`config.mk`:
```
export PLATFORM = sky130hd
export DESIGN_NAME = fetch_sequencer_flat
export DESIGN_NICKNAME = d
export VERILOG_FILES = /design/src/rtl/fetch_sequencer_if.sv /design/src/rtl/fetch_sequencer.sv /design/src/flat_wrapper.sv
export SDC_FILE = /design/constraint.sdc
export NUM_CORES = 1
export LEC_CHECK = 0
export BUFFER_PORTS_ARGS = -buffer_cell sky130_fd_sc_hd__clkbuf_2
export CAP_MARGIN = 20
export CELL_PAD_IN_SITES_DETAIL_PLACEMENT = 0
export CELL_PAD_IN_SITES_GLOBAL_PLACEMENT = 1
export CORE_MARGIN = 1
export CORE_UTILIZATION = 37
export DETAILED_ROUTE_END_ITERATION = 7
export PLACE_DENSITY_LB_ADDON = 0.1
export SYNTH_ARGS = -nofsm -noshare
export SYNTH_HDL_FRONTEND = slang
export SYNTH_SLANG_ARGS = --single-unit
```
`constraint.sdc`:
```
create_clock -name clk -period 4.26 [get_ports clk]
set_input_delay 0.213 -clock clk [delete_from_list [all_inputs] [get_ports clk]]
set_output_delay 0.213 -clock clk [all_outputs]
set_load 0.005 [all_outputs]
```
`src/rtl/fetch_sequencer_if.sv`:
```
// Signal bundle between the fetch sequencer and its PC register, instruction memory and decode stage.
// With FETCH_MISALIGN_CHK_EN defined the bundle also carries fetch_fault and fault_addr.
interface fetch_sequencer_if;
    logic [31:0] pc_in;
    logic        pc_load_en;
    logic [31:0] pc_load_data;
    logic        pc_inc_en;
    logic        imem_req;
    logic [31:0] imem_addr;
    logic        imem_ready;
    logic [31:0] imem_rdata;
    logic        if_valid;
    logic [31:0] if_instr;
    logic [31:0] if_pc;
    logic        if_ready;
    logic        redirect_valid;
    logic [31:0] redirect_target;
    logic        halt_req;
    logic        halted;
`ifdef FETCH_MISALIGN_CHK_EN
    logic        fetch_fault;
    logic [31:0] fault_addr;

    modport master (
        input  pc_in, imem_ready, imem_rdata, if_ready, redirect_valid, redirect_target, halt_req,
        output pc_load_en, pc_load_data, pc_inc_en, imem_req, imem_addr,
               if_valid, if_instr, if_pc, halted, fetch_fault, fault_addr
    );

    modport slave (
        output pc_in, imem_ready, imem_rdata, if_ready, redirect_valid, redirect_target, halt_req,
        input  pc_load_en, pc_load_data, pc_inc_en, imem_req, imem_addr,
               if_valid, if_instr, if_pc, halted, fetch_fault, fault_addr
    );
`else
    modport master (
        input  pc_in, imem_ready, imem_rdata, if_ready, redirect_valid, redirect_target, halt_req,
        output pc_load_en, pc_load_data, pc_inc_en, imem_req, imem_addr,
               if_valid, if_instr, if_pc, halted
    );

    modport slave (
        output pc_in, imem_ready, imem_rdata, if_ready, redirect_valid, redirect_target, halt_req,
        input  pc_load_en, pc_load_data, pc_inc_en, imem_req, imem_addr,
               if_valid, if_instr, if_pc, halted
    );
`endif
endinterface

```
`src/rtl/fetch_sequencer.sv`:
```
// Instruction fetch sequencer: steers the PC register, runs the imem handshake and holds one instruction for decode.
// Optional FETCH_MISALIGN_CHK_EN traps misaligned redirect targets in a FAULT state instead of aligning them.
module fetch_sequencer #(
    parameter logic [31:0] BOOT_ADDR = 32'h0000_0000
) (
    input  logic              clk,
    input  logic              rst_n,
    fetch_sequencer_if.master bus
);

`ifdef FETCH_MISALIGN_CHK_EN
    typedef enum logic [2:0] {BOOT, FETCH, HOLD, HALT, FAULT} state_t;
`else
    typedef enum logic [1:0] {BOOT, FETCH, HOLD, HALT} state_t;
`endif

    state_t      state_q, state_d;
    logic        redirPend_q, redirPend_d;
    logic [31:0] redirTgt_q, redirTgt_d;
    logic [31:0] instr_q, instr_d;
    logic [31:0] instrPc_q, instrPc_d;
    logic [31:0] tgtSel;
    logic [31:0] loadAddr;
    logic        redirAct;
    logic        loadEn;
    logic        incEn;
    logic        reqOut;
    logic        validOut;
`ifdef FETCH_MISALIGN_CHK_EN
    logic [31:0] faultAddr_q, faultAddr_d;
    logic        tgtBad;
`endif

    always_comb begin
        state_d     = state_q;
        redirPend_d = redirPend_q;
        redirTgt_d  = redirTgt_q;
        instr_d     = instr_q;
        instrPc_d   = instrPc_q;
        redirAct    = 1'b0;
        loadEn      = 1'b0;
        incEn       = 1'b0;
        reqOut      = 1'b0;
        validOut    = 1'b0;
        // A live redirect always beats one latched earlier in the same fetch.
        tgtSel      = bus.redirect_valid ? bus.redirect_target : redirTgt_q;
        loadAddr    = (state_q == BOOT) ? BOOT_ADDR : (tgtSel & ~32'h3);
`ifdef FETCH_MISALIGN_CHK_EN
        faultAddr_d = faultAddr_q;
        tgtBad      = (tgtSel[1:0] != 2'b00);
`endif

        unique case (state_q)
            BOOT: begin
                loadEn  = rst_n;
                state_d = FETCH;
            end
            FETCH: begin
                reqOut = 1'b1;
                if (bus.imem_ready) begin
                    if (bus.redirect_valid || redirPend_q) begin
                        redirAct    = 1'b1;
                        redirPend_d = 1'b0;
                    end else begin
                        instr_d   = bus.imem_rdata;
                        instrPc_d = bus.pc_in;
                        incEn     = 1'b1;
                        state_d   = HOLD;
                    end
                end else if (bus.redirect_valid) begin
                    redirPend_d = 1'b1;
                    redirTgt_d  = bus.redirect_target;
                end
            end
            HOLD: begin
                validOut = ~bus.redirect_valid;
                if (bus.redirect_valid) begin
                    redirAct = 1'b1;
                    state_d  = FETCH;
                end else if (bus.if_ready) begin
                    state_d = bus.halt_req ? HALT : FETCH;
                end
            end
            HALT: begin
                if (bus.redirect_valid) begin
                    redirAct = 1'b1;
                end else if (!bus.halt_req) begin
                    state_d = FETCH;
                end
            end
`ifdef FETCH_MISALIGN_CHK_EN
            FAULT: begin
                if (bus.redirect_valid) begin
                    redirAct = 1'b1;
                    state_d  = FETCH;
                end
            end
`endif
            default: state_d = BOOT;
        endcase

        // Resolve the redirect once: either load the PC or, when checking, trap the bad target.
        if (redirAct) begin
`ifdef FETCH_MISALIGN_CHK_EN
            if (tgtBad) begin
                state_d     = FAULT;
                faultAddr_d = tgtSel;
            end else begin
                loadEn = 1'b1;
            end
`else
            loadEn = 1'b1;
`endif
        end
    end

    always_ff @(posedge clk or negedge rst_n) begin
        if (!rst_n) begin
            state_q     <= BOOT;
            redirPend_q <= 1'b0;
            redirTgt_q  <= '0;
            instr_q     <= '0;
            instrPc_q   <= '0;
`ifdef FETCH_MISALIGN_CHK_EN
            faultAddr_q <= '0;
`endif
        end else begin
            state_q     <= state_d;
            redirPend_q <= redirPend_d;
            redirTgt_q  <= redirTgt_d;
            instr_q     <= instr_d;
            instrPc_q   <= instrPc_d;
`ifdef FETCH_MISALIGN_CHK_EN
            faultAddr_q <= faultAddr_d;
`endif
        end
    end

    assign bus.pc_load_en   = loadEn;
    assign bus.pc_load_data = loadEn ? loadAddr : 32'h0;
    assign bus.pc_inc_en    = incEn;
    assign bus.imem_req     = reqOut;
    assign bus.imem_addr    = reqOut ? bus.pc_in : 32'h0;
    assign bus.if_valid     = validOut;
    assign bus.if_instr     = instr_q;
    assign bus.if_pc        = instrPc_q;
    assign bus.halted       = (state_q == HALT);
`ifdef FETCH_MISALIGN_CHK_EN
    assign bus.fetch_fault  = (state_q == FAULT);
    assign bus.fault_addr   = faultAddr_q;
`endif

endmodule

```
`src/flat_wrapper.sv`:
```
// flat-port wrapper written by rule: the top's interface ports become plain ports
module fetch_sequencer_flat 
#(
    parameter logic [31:0] BOOT_ADDR = 32'h0000_0000
)
  (clk, rst_n, bus_pc_in, bus_imem_ready, bus_imem_rdata, bus_if_ready, bus_redirect_valid, bus_redirect_target, bus_halt_req, bus_pc_load_en, bus_pc_load_data, bus_pc_inc_en, bus_imem_req, bus_imem_addr, bus_if_valid, bus_if_instr, bus_if_pc, bus_halted);
  fetch_sequencer_if bus_i ();
  input  logic clk;
  input  logic rst_n;
  input wire logic [$bits(bus_i.pc_in)-1:0] bus_pc_in;
  input wire logic [$bits(bus_i.imem_ready)-1:0] bus_imem_ready;
  input wire logic [$bits(bus_i.imem_rdata)-1:0] bus_imem_rdata;
  input wire logic [$bits(bus_i.if_ready)-1:0] bus_if_ready;
  input wire logic [$bits(bus_i.redirect_valid)-1:0] bus_redirect_valid;
  input wire logic [$bits(bus_i.redirect_target)-1:0] bus_redirect_target;
  input wire logic [$bits(bus_i.halt_req)-1:0] bus_halt_req;
  output wire logic [$bits(bus_i.pc_load_en)-1:0] bus_pc_load_en;
  output wire logic [$bits(bus_i.pc_load_data)-1:0] bus_pc_load_data;
  output wire logic [$bits(bus_i.pc_inc_en)-1:0] bus_pc_inc_en;
  output wire logic [$bits(bus_i.imem_req)-1:0] bus_imem_req;
  output wire logic [$bits(bus_i.imem_addr)-1:0] bus_imem_addr;
  output wire logic [$bits(bus_i.if_valid)-1:0] bus_if_valid;
  output wire logic [$bits(bus_i.if_instr)-1:0] bus_if_instr;
  output wire logic [$bits(bus_i.if_pc)-1:0] bus_if_pc;
  output wire logic [$bits(bus_i.halted)-1:0] bus_halted;
  assign bus_i.pc_in = bus_pc_in;
  assign bus_i.imem_ready = bus_imem_ready;
  assign bus_i.imem_rdata = bus_imem_rdata;
  assign bus_i.if_ready = bus_if_ready;
  assign bus_i.redirect_valid = bus_redirect_valid;
  assign bus_i.redirect_target = bus_redirect_target;
  assign bus_i.halt_req = bus_halt_req;
  assign bus_pc_load_en = bus_i.pc_load_en;
  assign bus_pc_load_data = bus_i.pc_load_data;
  assign bus_pc_inc_en = bus_i.pc_inc_en;
  assign bus_imem_req = bus_i.imem_req;
  assign bus_imem_addr = bus_i.imem_addr;
  assign bus_if_valid = bus_i.if_valid;
  assign bus_if_instr = bus_i.if_instr;
  assign bus_if_pc = bus_i.if_pc;
  assign bus_halted = bus_i.halted;
  fetch_sequencer #(.BOOT_ADDR(BOOT_ADDR)) u_core (.clk(clk), .rst_n(rst_n), .bus(bus_i));
endmodule
```
* Yosys cells after proc, flatten, opt, wreduce, memory -nomap -nowiden
Index checks and enable logic that the tools add are counted.
** Storage, ports and cells
- Register bits :: 99
- Input port bits :: 102
- Word-level logic and storage cells :: 53
** Cells by class
- Equal/unequal tests :: 9
- Multiplexer cells :: 26
- Bitwise gates (word level) :: 3
- Reduce and logical (&&, ||, !) cells :: 9
** Operators by type and width (number)
- two-way mux 32 bit :: 4
- two-way mux 2 bit :: 7
- two-way mux 1 bit :: 13
- AND reduction 3 bit :: 3
- inequality test 2 bit (second input constant) :: 4
- case mux 2 bit (4 select lines) :: 1
- AND reduction 5 bit :: 1
- equality test 2 bit (second input constant) :: 2
- inequality test 3 bit (second input constant) :: 1
- inverter 1 bit :: 3
- equality test 2 x 1 -> 1 bit (second input constant) :: 1
- logical NOT 2 bit :: 1
- inequality test 2 x 1 -> 1 bit (second input constant) :: 1
- case mux 1 bit (2 select lines) :: 1
- AND reduction 2 bit :: 1
- nonzero test 2 bit :: 1
- OR reduction 2 bit :: 1
- logical OR 1 bit :: 1

* Longest topological paths before layout
Gate-level depths: netlist (run 1).
- Depth after elaboration :: 6
- Gate-level depth with buffers :: 7
- Mapped depth without buffers :: 5

* Least setup slack after synthesis (run 1)
Ideal clock, no wire load.
- Path type :: flip-flop to output port
- From :: register u_core.state_q[1]
- To :: output bus_pc_load_data[10]
- Data arrival time :: 1.633 ns
- Data required time :: 4.047 ns
- Path slack :: 2.414 ns
- Cell stages (with the launch flop) :: 7
- Path through :: dfrtp_1 -> inv_1 -> ha_1 -> a211oi_1 -> or4_4 -> buf_6 -> nor2_1
** On the way
- Word-level cells in the longest chain between the ends :: 5
- Elaborated cells between the ends (all ways) :: 10
- Classes of those cells :: 3 x eq/ne; 5 x mux; 2 x reduce/logical
** RTL lines
- from (decl) :: line fetch_sequencer.sv:17 : state_t state_q, state_d;
- from (signal assigned) :: line fetch_sequencer.sv:128 : state_q <= state_d;
- equality test 2 bit :: line fetch_sequencer.sv:53 : unique case (state_q)
- OR reduction 2 bit (no source line)
- case mux 1 bit (2 select lines) :: line fetch_sequencer.sv:53
- two-way mux 1 bit :: line fetch_sequencer.sv:103 : if (redirAct) begin
- two-way mux 32 bit (*) :: line fetch_sequencer.sv:140 : assign bus.pc_load_data = loadEn ? loadAddr : 32'h0;
- to (decl) :: line flat_wrapper.sv:18 : output wire logic [$bits(bus_i.pc_load_data)-1:0] bus_pc_load_data;
Every way passes the cells marked *; elsewhere a longest branch is shown, timed or not.

* Worst setup path in the final report (run 1)
- From :: register u_core.state_q[1]
- To :: output bus_pc_load_data[4]
Same word-level chain as after synthesis.

==> results of run 1 <==
==> layer usage <==
layer  routed length [um]  track usage, %  vias up
met4                  201            8.27        0
met1                 4230            21.1     1644
li1                     -               -     1618
met2                 5050            28.9      140
met5                    0               0        -
met3                 1060            5.99       13
==> worst register-to-register path, cell delays in order, from the launching register on <==
cell	delay, ns
dfrtp_1	0.40
inv_1	0.14
ha_1	0.36
nand2_1	0.11
nor3_2	0.10
buf_4	0.64
mux2_2	0.48
==> path summary, 6_finish.rpt <==
kind                                                  startpoint                                  end  slack (ns)
worst min register to register  u_core.redirTgt_q[7]$_DFFE_PN0N_     u_core.redirTgt_q[7]$_DFFE_PN0N_        0.50
worst max register to register     u_core.state_q[1]$_DFFE_PN0P_   u_core.bus.if_instr[5]$_DFFE_PN0P_        1.92
min in group asynchronous                                  rst_n    u_core.redirTgt_q[27]$_DFFE_PN0N_        0.41
max in group asynchronous                                  rst_n      u_core.bus.if_pc[0]$_DFFE_PN0P_        2.74
worst max-delay path               u_core.state_q[1]$_DFFE_PN0P_                  bus_pc_load_data[4]        1.62
worst min-delay path                          bus_imem_rdata[21]  u_core.bus.if_instr[21]$_DFFE_PN0P_        0.09
==> layout make-up <==
cell class                      count  area share (%)
Clock inverter                      7            1.33
Multi-Input combinational cell    214            31.5
Clock buffer                        9            3.74
Tap cell                          143            2.97
Timing Repair Buffer              236            19.9
Sequential cell                    97            40.3
Inverter                            5           0.311
==> report_power, final <==
part / total, mW / switching, mW / internal (mW)
registers: 1.62 / 0.232 / 1.39
logic: 1.51 / 0.642 / 0.863
clock network: 0.823 / 0.363 / 0.460
total: 3.95 / 1.24 / 2.71
==> synth_stat cells <==
| library cell | instances |
|---|---|
| a211o_1 | 1 |
| a211oi_1 | 1 |
| a21oi_1 | 2 |
| a31oi_1 | 1 |
| and2_1 | 32 |
| buf_2 | 8 |
| buf_4 | 8 |
| buf_6 | 3 |
| clkbuf_1 | 4 |
| conb_1 | 1 |
| dfrtp_1 | 97 |
| ha_1 | 5 |
| inv_1 | 5 |
| mux2_2 | 94 |
| mux2i_1 | 30 |
| nand2_1 | 2 |
| nand2b_1 | 1 |
| nand3b_1 | 3 |
| nor2_1 | 28 |
| nor2_2 | 2 |
| nor3_1 | 1 |
| nor3b_1 | 1 |
| o211a_1 | 1 |
| o21ai_0 | 2 |
| o221a_2 | 1 |
| o22ai_1 | 2 |
| o31ai_1 | 1 |
| or4_4 | 1 |
==> kinds of logic (layout without fill, tap and decap cells) <==
kind of cell | count (synthesis) | in the layout | synth area share, %
other | 1 | 2 | 0.0837
AO/OA/AOI/OAI | 12 | 12 | 1.87
adder cells (fa/ha/maj) | 5 | 5 | 1.40
multiplexers | 124 | 124 | 30.3
flip-flops | 97 | 97 | 54.2
buffers and inverters | 28 | 257 | 3.74
AND/OR/NAND/NOR | 71 | 71 | 8.43
==> sequential cells by signal, indices dropped and copies added (netlist names) <==
register,flops
u_core.bus.if_instr,32
u_core.bus.if_pc,32
u_core.redirTgt_q,30
u_core.state_q,2
u_core.redirPend_q,1
==> stage by stage <==
stage	cells	total power [mW]	cell area, um^2	worst slack, ns	hold WS [ns]
6_report	711	3.95	6030	1.62	0.0935
4_1_cts	711	4.02	6030	1.61	0.0772
3_3_place_gp	694	3.14	5710	1.99	0.266
5_1_grt	711	4.25	6030	1.43	0.0825
3_5_place_dp	694	3.18	5710	1.91	0.259
2_1_floorplan	339	2.48	4490	2.41	-0.0826
==> repair_timing <==
| action | in CTS | in global routing |
|---|---|---|
| hold buffers | 1 | 0 |
| resized for setup | 0 | 0 |
| endpoints found under the hold margin | 46 | 0 |
==> impl_metrics.sql, run 1 <==
INSERT INTO impl_metrics (metric_group, metric, value, unit) VALUES
('run_status', 'run_status', 'finished with violations', ''),
('run_status', 'violations', 'design-rule violations', ''),
('worst_setup_path', 'worst_path_largest_cell_delay', '0.69', 'ns'),
('yosys', 'synth.yosys.seq_area_share', '54.2', '%'),
('clock_network', 'max-clock-path-buffers', '2', ''),
('sta', 'grt_setup_unrepaired', 'false', ''),
('sta', 'clock-skew-final', '0.00830', 'ns'),
('routing', 'route.antenna.remaining_nets', '0', ''),
('power_and_ir_drop', 'power.leakage', '3.09', 'nW'),
('global_routing', 'grt_first_pass_wirelength', '17.1', 'mm'),
('routing', 'avgViaCountPerCell', '4.80', ''),
('global_routing', 'global_route.overflow_total', '0', ''),
('sta', 'timing.final.setup_violations', '0', ''),
('yosys', 'yosysUniqueCellTypes', '28', ''),
('floorplan', 'fp.coreArea', '0.0116', 'mm^2'),
('final_layout', 'antennaDiodeCount', '0', ''),
('clock_network', 'cts_root_buf', 'clkbuf_16', ''),
('worst_setup_path', 'path_max_fanout', '30', ''),
('worst_setup_path', 'crit_slowest_cell', 'or4_4', ''),
('hold_path', 'min-delay-path-class', 'primary input to register', ''),
('placement', 'io_buffer_count', '230', ''),
('final_layout', 'syn_to_final_growth', '34.5', '%'),
('routing', 'dr.first_iter.drc_count', '107', ''),
('final_layout', 'fin_nets', '670', ''),
('worst_setup_path', 'crit_path_start_kind', 'register', ''),
('worst_setup_path', 'timing.critical_path.cells', 'inv_1 > ha_1 > a211oi_1 > or4_4 > nor2_1 > clkbuf_2', ''),
('final_layout', 'post_route_cells_drive_above_1_share', '61.6', '%'),
('floorplan', 'die_width', '112', 'um'),
('yosys', 'ys_ff_latch', '97', ''),
('yosys', 'netlist_area', '0.00448', 'mm^2'),
('worst_setup_path', 'cp.buffers_inverters', '2', ''),
('final_layout', 'multi_input_combinational_cell_area', '0.00190', 'mm^2'),
('final_layout', 'most-common-layout-cells', '229 x clkbuf_2, 97 x dfrtp_1, 94 x mux2_2', ''),
('global_routing', 'antenna_found_initial', '0', ''),
('sta', 'final-hold-violation-count', '0', ''),
('final_layout', 'layout.cells.most_common', 'clkbuf_2', ''),
('worst_setup_path', 'critical_path_arrival', '2.42', 'ns'),
('routing', 'dr_total_vias', '3415', ''),
('clock_network', 'post_cts_buffers', '0', ''),
('run', 'drv_cap', '0', ''),
('placement', 'globalplace.congestion', '0.740', ''),
('floorplan', 'rows', '39', ''),
('sta', 'worst-slew-pin-transition', '0.824', 'ns'),
('clock_network', 'path_clk_slew', '0.07', 'ns'),
('yosys', 'yosysWarnings', '0', ''),
('power_and_ir_drop', 'power_dens_cells', '655', 'mW/mm^2'),
('yosys', 'synth_top_area_share', '54.2', '%'),
('clock_network', 'number_of_h_tree_levels', '3', ''),
('sta', 'finalCritPeriodShare', '61.9', '%'),
('floorplan', 'fp.dieArea', '0.0126', 'mm^2'),
('sta', 'finalCriticalPeriod', '2.64', 'ns'),
('worst_setup_path', 'critPathKind', 'register to primary output', ''),
('clock_network', 'clk-insertion-delay-late', '0.35', 'ns'),
('routing', 'firstDrtPassIters', '8', ''),
('worst_setup_path', 'critPathCaptureType', 'primary output', ''),
('worst_setup_path', 'r2r_worst_path_depth', '6', ''),
('floorplan', 'die_height', '112', 'um'),
('routing', 'drc', '10', ''),
('global_routing', 'grt_pass1_vias', '3353', ''),
('clock_network', 'cts_tree', 'built', ''),
('final_layout', 'fillers', '1085', ''),
('placement', 'hpwl', '7.82', 'mm'),
('sta', 'max_freq', '0.379', 'GHz'),
('yosys', 'netlist_top_cells_area', 'dfrtp_1 54%, mux2_2 24%, mux2i_1 6.7%', ''),
('yosys', 'synthDominantAreaCellType', 'dfrtp_1', ''),
('global_routing', 'grt_max_degree', '66', ''),
('clock_network', 'tritoncts_num_sinks', '97', ''),
('yosys', 'syn_inst', '338', ''),
('worst_setup_path', 'worst_path_dominant_cell_family', 'simple AND/OR/NAND/NOR gates', ''),
('routing', 'routed_wire_length_per_instance', '14.8', 'um'),
('sta', 'tns', '0', 'ns');
No activity file was read; power rests on OpenSTA's default activity.
==> run 2: changes to the inputs <==
--- a/config.mk
+++ b/config.mk
@@ -10,7 +10,7 @@
 export CELL_PAD_IN_SITES_DETAIL_PLACEMENT = 0
 export CELL_PAD_IN_SITES_GLOBAL_PLACEMENT = 1
 export CORE_MARGIN = 1
-export CORE_UTILIZATION = 37
+export CORE_UTILIZATION = 34
 export DETAILED_ROUTE_END_ITERATION = 7
 export PLACE_DENSITY_LB_ADDON = 0.1
 export SYNTH_ARGS = -nofsm -noshare
==> constraint.sdc (replaced) <==
create_clock -name clk -period 2.6 [get_ports clk]
set_input_delay 0.13 -clock clk [delete_from_list [all_inputs] [get_ports clk]]
set_output_delay 0.13 -clock clk [all_outputs]
set_load 0.005 [all_outputs]
==> impl_metrics.sql, run 2 (synthesized netlist as in run 1, its figures left out) <==
INSERT INTO impl_metrics (metric_group, metric, value, unit) VALUES
('run_status', 'run_status', 'complete, no violations', ''),
('worst_setup_path', 'crit_path_start_kind', 'register', ''),
('worst_setup_path', 'ff2ff_setup_slack', '0.66', 'ns'),
('worst_setup_path', 'required', '2.47', 'ns'),
('sta', 'final_worst_hold_slack', '0.0171', 'ns'),
('power_and_ir_drop', 'power_dens_cells', '1060', 'mW/mm^2'),
('routing', 'drc', '0', ''),
('sta', 'tns', '0', 'ns'),
('routing', 'routed_wire_length_per_instance', '14.6', 'um'),
('clock_network', 'tritoncts.num_buffers', '9', ''),
('sta', 'max_freq', '0.418', 'GHz'),
('sta', 'max-slew-margin-rel', '60.4', '%'),
('sta', 'finalMaxSlewViolations', '0', ''),
('final_layout', 'most-common-layout-cells', '229 x clkbuf_2, 97 x dfrtp_1, 94 x mux2_2', ''),
('worst_setup_path', 'critical_path_arrival', '2.26', 'ns'),
('global_routing', 'global_route.overflow_total', '0', ''),
('floorplan', 'fp.dieArea', '0.0136', 'mm^2'),
('final_layout', 'antennaDiodeCount', '0', ''),
('final_layout', 'fin_cells', '747', ''),
('routing', 'dr_total_vias', '3409', ''),
('worst_setup_path', 'path_max_fanout', '30', ''),
('placement', 'globalplace.congestion', '0.704', ''),
('hold_path', 'hold_start', 'bus_imem_rdata[7]', ''),
('hold_path', 'worst_hold_path.num_cells', '2', ''),
('run', 'drv_cap', '0', ''),
('global_routing', 'grt_pass1_vias', '3212', ''),
('clock_network', 'path_clk_slew', '0.07', 'ns'),
('sta', 'finalCriticalPeriod', '2.39', 'ns'),
('global_routing', 'grt_util_all_layers', '16.0', '%'),
('global_routing', 'grt_max_degree', '66', ''),
('sta', 'clock-skew-final', '0.00672', 'ns'),
('worst_setup_path', 'critPathCaptureType', 'primary output', ''),
('power_and_ir_drop', 'power.leakage', '3.13', 'nW'),
('clock_network', 'number_of_h_tree_levels', '3', ''),
('routing', 'avgViaCountPerCell', '4.56', ''),
('final_layout', 'layout.cells.most_common', 'clkbuf_2', ''),
('clock_network', 'clk-insertion-delay-late', '0.35', 'ns'),
('sta', 'grt_setup_unrepaired', 'false', ''),
('routing', 'route.antenna.remaining_nets', '0', ''),
('floorplan', 'die_height', '117', 'um'),
('clock_network', 'cts_tree', 'built', ''),
('floorplan', 'rows', '41', ''),
('floorplan', 'fp.coreArea', '0.0127', 'mm^2'),
('worst_setup_path', 'critical_path.reg2reg.endpoint', 'u_core.bus.if_pc[24]$_DFFE_PN0P_', ''),
('floorplan', 'die_width', '117', 'um'),
('power_and_ir_drop', 'irDropWorstVdd', '468', 'uV'),
('placement', 'pre_cts_ws', '0.483', 'ns'),
('final_layout', 'syn_to_final_growth', '37.3', '%'),
('clock_network', 'tritoncts_num_sinks', '97', ''),
('sta', 'worst-slew-pin-transition', '0.594', 'ns'),
('sta', 'finalCritPeriodShare', '92.1', '%'),
('routing', 'firstDrtPassIters', '4', ''),
('sta', 'postLayoutSetupSlackWorst', '0.206', 'ns'),
('final_layout', 'post_route_cells_drive_above_1_share', '61.4', '%'),
('sta', 'timing.final.setup_violations', '0', ''),
('global_routing', 'grt_first_pass_wirelength', '16.4', 'mm'),
('worst_setup_path', 'r2r_worst_path_depth', '6', ''),
('final_layout', 'fin_util', '48.4', '%'),
('routing', 'dr.first_iter.drc_count', '89', ''),
('sta', 'final-hold-violation-count', '0', ''),
('final_layout', 'fillers', '1238', ''),
('floorplan', 'boundaryPins', '235', ''),
('routing', 'routed_wirelength', '10.9', 'mm'),
('hold_path', 'hold_end', 'u_core.bus.if_instr[7]$_DFFE_PN0P_', ''),
('placement', 'hpwl', '8.00', 'mm'),
('hold_path', 'min-delay-path-class', 'primary input to register', ''),
('global_routing', 'antenna_found_initial', '0', ''),
('worst_setup_path', 'worstReg2RegStart', 'u_core.state_q[1]$_DFFE_PN0P_', ''),
('clock_network', 'max-clock-path-buffers', '2', ''),
('clock_network', 'cts_root_buf', 'clkbuf_16', ''),
('final_layout', 'fin_nets', '677', ''),
('worst_setup_path', 'critPathKind', 'register to primary output', ''),
('placement', 'io_buffer_count', '230', ''),
('floorplan', 'floorplan.initialDensity', '35.2', '%'),
('placement', 'placed_cells', '725', '');
==> run 2: cell types whose count changed in the layout (fill, tap and decap cells not counted) <==
cell,before,now
buf_12,0,2
ha_2,0,1
clkinvlp_4,4,3
dlygate4sd3_1,1,6
ha_1,5,4
inv_8,1,0
inv_6,0,2
==> run 2: where the power goes <==
part	switching (mW)	internal [mW]	leakage, nW
sequential	0.379	2.27	1.15
combinational	1.08	1.45	1.84
clock	0.598	0.754	0.139
==> run 2: routing by layer <==
metal | vias to the layer above | wire length [um] | share of wire [%] | global-route usage [%]
li1 | 1627 | - | - | -
met1 | 1644 | 4600 | 42 | 19.7
met2 | 127 | 5280 | 48 | 26.3
met3 | 11 | 856 | 7.9 | 5.05
met4 | 0 | 161 | 1.5 | 6.58
met5 | - | 0 | 0 | 0
==> run 2: critical path, stage by stage (launching register included) <==
cell      delay [ns]
dfrtp_1         0.40
inv_1           0.13
ha_2            0.27
a211oi_1        0.11
or4_4           0.68
nor2_1          0.19
clkbuf_2        0.13
==> run 2: stage by stage <==
step	power, mW	cell area [um^2]
after global placement	5.18	5790
after global routing	7.04	6150
final	6.53	6150
after detailed placement	5.25	5790
after CTS	6.64	6140
after floorplan	4.06	4490
==> run 2: worst max path at each step <==
stage,start,to,slack (ns),cells past startpoint
2_1_floorplan,u_core.state_q[1]$_DFFE_PN0P_,u_core.bus.if_pc[16]$_DFFE_PN0P_,0.82,7
3_3_place_gp,u_core.state_q[1]$_DFFE_PN0P_,bus_pc_load_data[10],0.52,6
3_5_place_dp,u_core.state_q[1]$_DFFE_PN0P_,bus_pc_load_data[10],0.48,6
4_1_cts,u_core.state_q[1]$_DFFE_PN0P_,bus_pc_load_data[10],0.1,6
5_1_grt,u_core.state_q[1]$_DFFE_PN0P_,bus_pc_load_data[27],0.06,6
6_report,u_core.state_q[1]$_DFFE_PN0P_,bus_pc_load_data[9],0.21,6
==> run 2: cell type report <==
cell class                 count  area, um^2  share of cell area [%]
clock inverter                 7        78.8                    1.28
inverter                       5        18.8                   0.305
multi-input combinational    214        1900                    30.8
tap                          172         215                    3.50
clock buffer                   9         225                    3.66
timing repair buffer         243        1290                    21.0
sequential                    97        2430                    39.4
==> run 2: timing repair <==
action	in CTS	in global routing
hold buffers	5	1
setup endpoints to repair	0	7
resized for setup	0	1
buffers inserted	0	0
endpoints found under the hold margin	46	1
==> run 3: changes to the inputs <==
--- a/config.mk
+++ b/config.mk
@@ -5,12 +5,14 @@
 export SDC_FILE = /design/constraint.sdc
 export NUM_CORES = 1
 export LEC_CHECK = 0
+export ABC_AREA = 1
 export BUFFER_PORTS_ARGS = -buffer_cell sky130_fd_sc_hd__clkbuf_2
 export CAP_MARGIN = 20
 export CELL_PAD_IN_SITES_DETAIL_PLACEMENT = 0
 export CELL_PAD_IN_SITES_GLOBAL_PLACEMENT = 1
 export CORE_MARGIN = 1
-export CORE_UTILIZATION = 34
+export CORE_UTILIZATION = 31
+export CTS_BUF_LIST = sky130_fd_sc_hd__clkbuf_16
 export DETAILED_ROUTE_END_ITERATION = 7
 export PLACE_DENSITY_LB_ADDON = 0.1
 export SYNTH_ARGS = -nofsm -noshare
==> impl_metrics.sql, run 3 <==
INSERT INTO impl_metrics (metric_group, metric, value, unit) VALUES
('global_routing', 'grt_util_all_layers', '17.5', '%'),
('final_layout', 'fillers', '1588', ''),
('routing', 'route.met3.wl', '764', 'um'),
('global_routing', 'grt_max_degree', '83', ''),
('sta', 'finalCritPeriodShare', '84.1', '%'),
('routing', 'dr_total_vias', '4711', ''),
('power_and_ir_drop', 'power.leakage', '4.03', 'nW'),
('yosys', 'adder_cell_fraction_of_synth_area', '1.31', '%'),
('global_routing', 'global_route.overflow_total', '0', ''),
('floorplan', 'die_height', '126', 'um'),
('yosys', 'postSynthAreaPerCell', '7.31', 'um^2'),
('yosys', 'synth_compound_gate_area_share', '6.86', '%'),
('clock_network', 'cts_tree', 'built', ''),
('final_layout', 'fin_nets', '1016', ''),
('worst_setup_path', 'worst_path_largest_cell_delay', '0.42', 'ns'),
('final_layout', 'most-common-layout-cells', '330 x nand2_1, 229 x clkbuf_2, 97 x dfrtp_1', ''),
('sta', 'grt_setup_unrepaired', 'false', ''),
('floorplan', 'floorplan.initialDensity', '31.6', '%'),
('worst_setup_path', 'r2r_worst_path_depth', '10', ''),
('yosys', 'yosysUniqueCellTypes', '19', ''),
('final_layout', 'fin_util', '44.6', '%'),
('global_routing', 'antenna_found_initial', '0', ''),
('floorplan', 'die_width', '126', 'um'),
('sta', 'timing.final.setup_violations', '0', ''),
('routing', 'firstDrtPassIters', '4', ''),
('yosys', 'synth_top_area_share', '50.8', '%'),
('sta', 'clock-skew-final', '0.00512', 'ns'),
('sta', 'max_freq', '0.458', 'GHz'),
('routing', 'maxUsedRoutingLayer', 'met4', ''),
('sta', 'final_worst_hold_slack', '0.0115', 'ns'),
('yosys', 'netlist_top_cells_area', 'dfrtp_1 51%, nand2_1 26%, o21ai_0 6.1%', ''),
('clock_network', 'cts_root_buf', 'clkbuf_16', ''),
('final_layout', 'multi_input_combinational_cell_area', '0.00182', 'mm^2'),
('final_layout', 'layout.cells.most_common', 'nand2_1', ''),
('run', 'drv_cap', '0', ''),
('sta', 'worst-slew-pin-transition', '0.662', 'ns'),
('placement', 'hpwl', '9.28', 'mm'),
('yosys', 'syn_inst', '654', ''),
('routing', 'wl_met2', '6.40', 'mm'),
('final_layout', 'finish.instance_area', '0.00676', 'mm^2'),
('yosys', 'ys_ff_latch', '97', ''),
('floorplan', 'boundaryPins', '235', ''),
('sta', 'final-hold-violation-count', '0', ''),
('placement', 'globalplace.congestion', '0.736', ''),
('global_routing', 'grt_first_pass_wirelength', '22.2', 'mm'),
('yosys', 'yosysWarnings', '0', ''),
('clock_network', 'path_clk_slew', '0.07', 'ns'),
('yosys', 'synthDominantAreaCellType', 'dfrtp_1', ''),
('yosys', 'synth-xor-area-share', '0', '%'),
('routing', 'routed_wire_length_per_instance', '12.4', 'um'),
('clock_network', 'number_of_h_tree_levels', '3', ''),
('clock_network', 'clk-insertion-delay-late', '0.34', 'ns'),
('power_and_ir_drop', 'irDropWorstVdd', '345', 'uV'),
('yosys', 'yosysMostFrequentCell', 'nand2_1', ''),
('clock_network', 'tritoncts.num_buffers', '9', ''),
('clock_network', 'post_cts_buffers', '0', ''),
('worst_setup_path', 'critical-path-top-cell-by-count', 'nor2_1', ''),
('floorplan', 'rows', '45', ''),
('final_layout', 'layout.area.seq', '0.00243', 'mm^2'),
('worst_setup_path', 'crit_path_start_kind', 'register', ''),
('floorplan', 'fp.coreArea', '0.0151', 'mm^2'),
('sta', 'max-slew-margin-rel', '55.9', '%'),
('sta', 'finalMaxSlewViolations', '0', ''),
('routing', 'avgViaCountPerCell', '4.27', ''),
('sta', 'tns', '0', 'ns'),
('worst_setup_path', 'critPathKind', 'register to primary output', ''),
('global_routing', 'grt_pass1_vias', '4405', ''),
('floorplan', 'fp.dieArea', '0.0159', 'mm^2'),
('sta', 'finalCriticalPeriod', '2.19', 'ns'),
('yosys', 'synth_simple_gate_area_share', '29.8', '%'),
('hold_path', 'worst_hold_path.num_cells', '3', ''),
('clock_network', 'max-clock-path-buffers', '2', ''),
('routing', 'm1WireLength', '6.31', 'mm'),
('yosys', 'post_synth_mux_area_share', '0', '%'),
('final_layout', 'post_route_cells_drive_above_1_share', '28.3', '%'),
('yosys', 'synthFlopType', 'dfrtp_1', ''),
('run_status', 'run_status', 'complete, no violations', ''),
('routing', 'dr.first_iter.drc_count', '243', ''),
('yosys', 'postSynth.asyncResetShare', '100', '%'),
('routing', 'drc', '0', ''),
('final_layout', 'syn_to_final_growth', '41.4', '%'),
('routing', 'routed_wirelength', '13.7', 'mm'),
('power_and_ir_drop', 'power_dens_cells', '977', 'mW/mm^2'),
('placement', 'post_dp_cell_area', '0.00600', 'mm^2'),
('worst_setup_path', 'critPathCaptureType', 'primary output', ''),
('final_layout', 'antennaDiodeCount', '0', ''),
('hold_path', 'min-delay-path-class', 'primary input to register', ''),
('yosys', 'synth-edff-count', '0', ''),
('yosys', 'netlist_area', '0.00478', 'mm^2'),
('worst_setup_path', 'crit_slowest_cell', 'dfrtp_1', ''),
('yosys', 'synth_top_family_by_area', 'simple AND/OR/NAND/NOR gates', ''),
('placement', 'io_buffer_count', '230', ''),
('worst_setup_path', 'critical_path_arrival', '2.06', 'ns'),
('clock_network', 'tritoncts_num_sinks', '97', ''),
('routing', 'route.antenna.remaining_nets', '0', ''),
('worst_setup_path', 'required', '2.47', 'ns'),
('yosys', 'synth.yosys.seq_area_share', '50.8', '%'),
('worst_setup_path', 'timing.critical_path.cells', 'inv_1 > ha_1 > nor2_1 > o21ai_1 > nand2_2 > nor2_1 > clkbuf_2', ''),
('yosys', 'synth.cells.most_frequent', '330 x nand2_1, 97 x dfrtp_1, 70 x inv_1, 58 x o21ai_0, 40 x nor2_1', ''),
('worst_setup_path', 'path_max_fanout', '31', '');
-- run 3: cell count changes in the layout (fill, tap and decap cells not counted), moves of 3 or more --
cell	delta
and2_1	-32
dlygate4sd3_1	+39
inv_1	+65
inv_2	+3
mux2_2	-94
mux2i_1	-30
nand2_1	+328
nand3b_1	-3
nor2_1	+12
o21ai_0	+56
o21ai_1	+5
-- run 3: final timing paths --
check                                               startpoint                                   to  slack, ns
min                                              bus_pc_in[30]     u_core.bus.if_pc[30]$_DFFE_PN0P_       0.01
max in group asynchronous                                rst_n    u_core.redirTgt_q[11]$_DFFE_PN0N_       1.63
max reg2reg                      u_core.state_q[1]$_DFFE_PN0P_        u_core.state_q[1]$_DFFE_PN0P_       0.70
min reg2reg                u_core.bus.if_instr[23]$_DFFE_PN0P_  u_core.bus.if_instr[23]$_DFFE_PN0P_       0.48
max                              u_core.state_q[0]$_DFFE_PN0P_                  bus_pc_load_data[7]       0.41
min in group asynchronous                                rst_n     u_core.bus.if_pc[15]$_DFFE_PN0P_       0.23
-- run 3: report_power, final --
group / total [mW] / leakage (nW) / switching, mW / internal (mW)
Clock: 1.37 / 0.139 / 0.611 / 0.755
Combinational: 2.75 / 2.67 / 1.62 / 1.13
Sequential: 2.49 / 1.22 / 0.308 / 2.18
Total: 6.60 / 4.03 / 2.54 / 4.07
-- run 3: critical path: cells and delay by family, from the launching register on --
kind                     cells  cell delay, ns
AND/OR/NAND/NOR              3            0.65
AO/OA/AOI/OAI                1            0.14
flip-flops                   1            0.42
adder cells (fa/ha/maj)      1            0.22
buffers and inverters        2            0.27
-- run 3: kinds of logic after synthesis --
logic type	Yosys count
AOI/OAI and AO/OA	65
adders and majority gates	5
buffers and inverters	112
DFF	97
other	1
and+or+nand+nor	374
-- run 3: through the flow --
step / cells / setup slack, ns / power, mW
after floorplan: 655 / 1.11 / 4.08
after global placement: 1041 / 0.740 / 5.21
after detailed placement: 1041 / 0.698 / 5.27
after CTS: 1102 / 0.364 / 6.73
after global routing: 1102 / 0.220 / 7.21
final: 1102 / 0.415 / 6.60
-- run 3: final cells by class --
| cell class | instances | area share, % |
|---|---|---|
| timing repair buffer | 282 | 25.1 |
| multi-input combinational | 446 | 27.0 |
| clock inverter | 7 | 1.17 |
| inverter | 73 | 4.05 |
| sequential | 97 | 35.9 |
| tap | 188 | 3.48 |
| clock buffer | 9 | 3.33 |
-- run 3: what timing repair did --
action                    in CTS  in global routing
hold endpoints to repair      59                  0
resized for setup              0                  0
hold buffers                  45                  0
-- run 3: routing by layer --
| metal | vias up | global-route usage [%] |
|---|---|---|
| li1 | 2444 | - |
| met1 | 2105 | 23.1 |
| met2 | 150 | 28.7 |
| met3 | 12 | 3.44 |
| met4 | 0 | 6.17 |
| met5 | - | 0 |
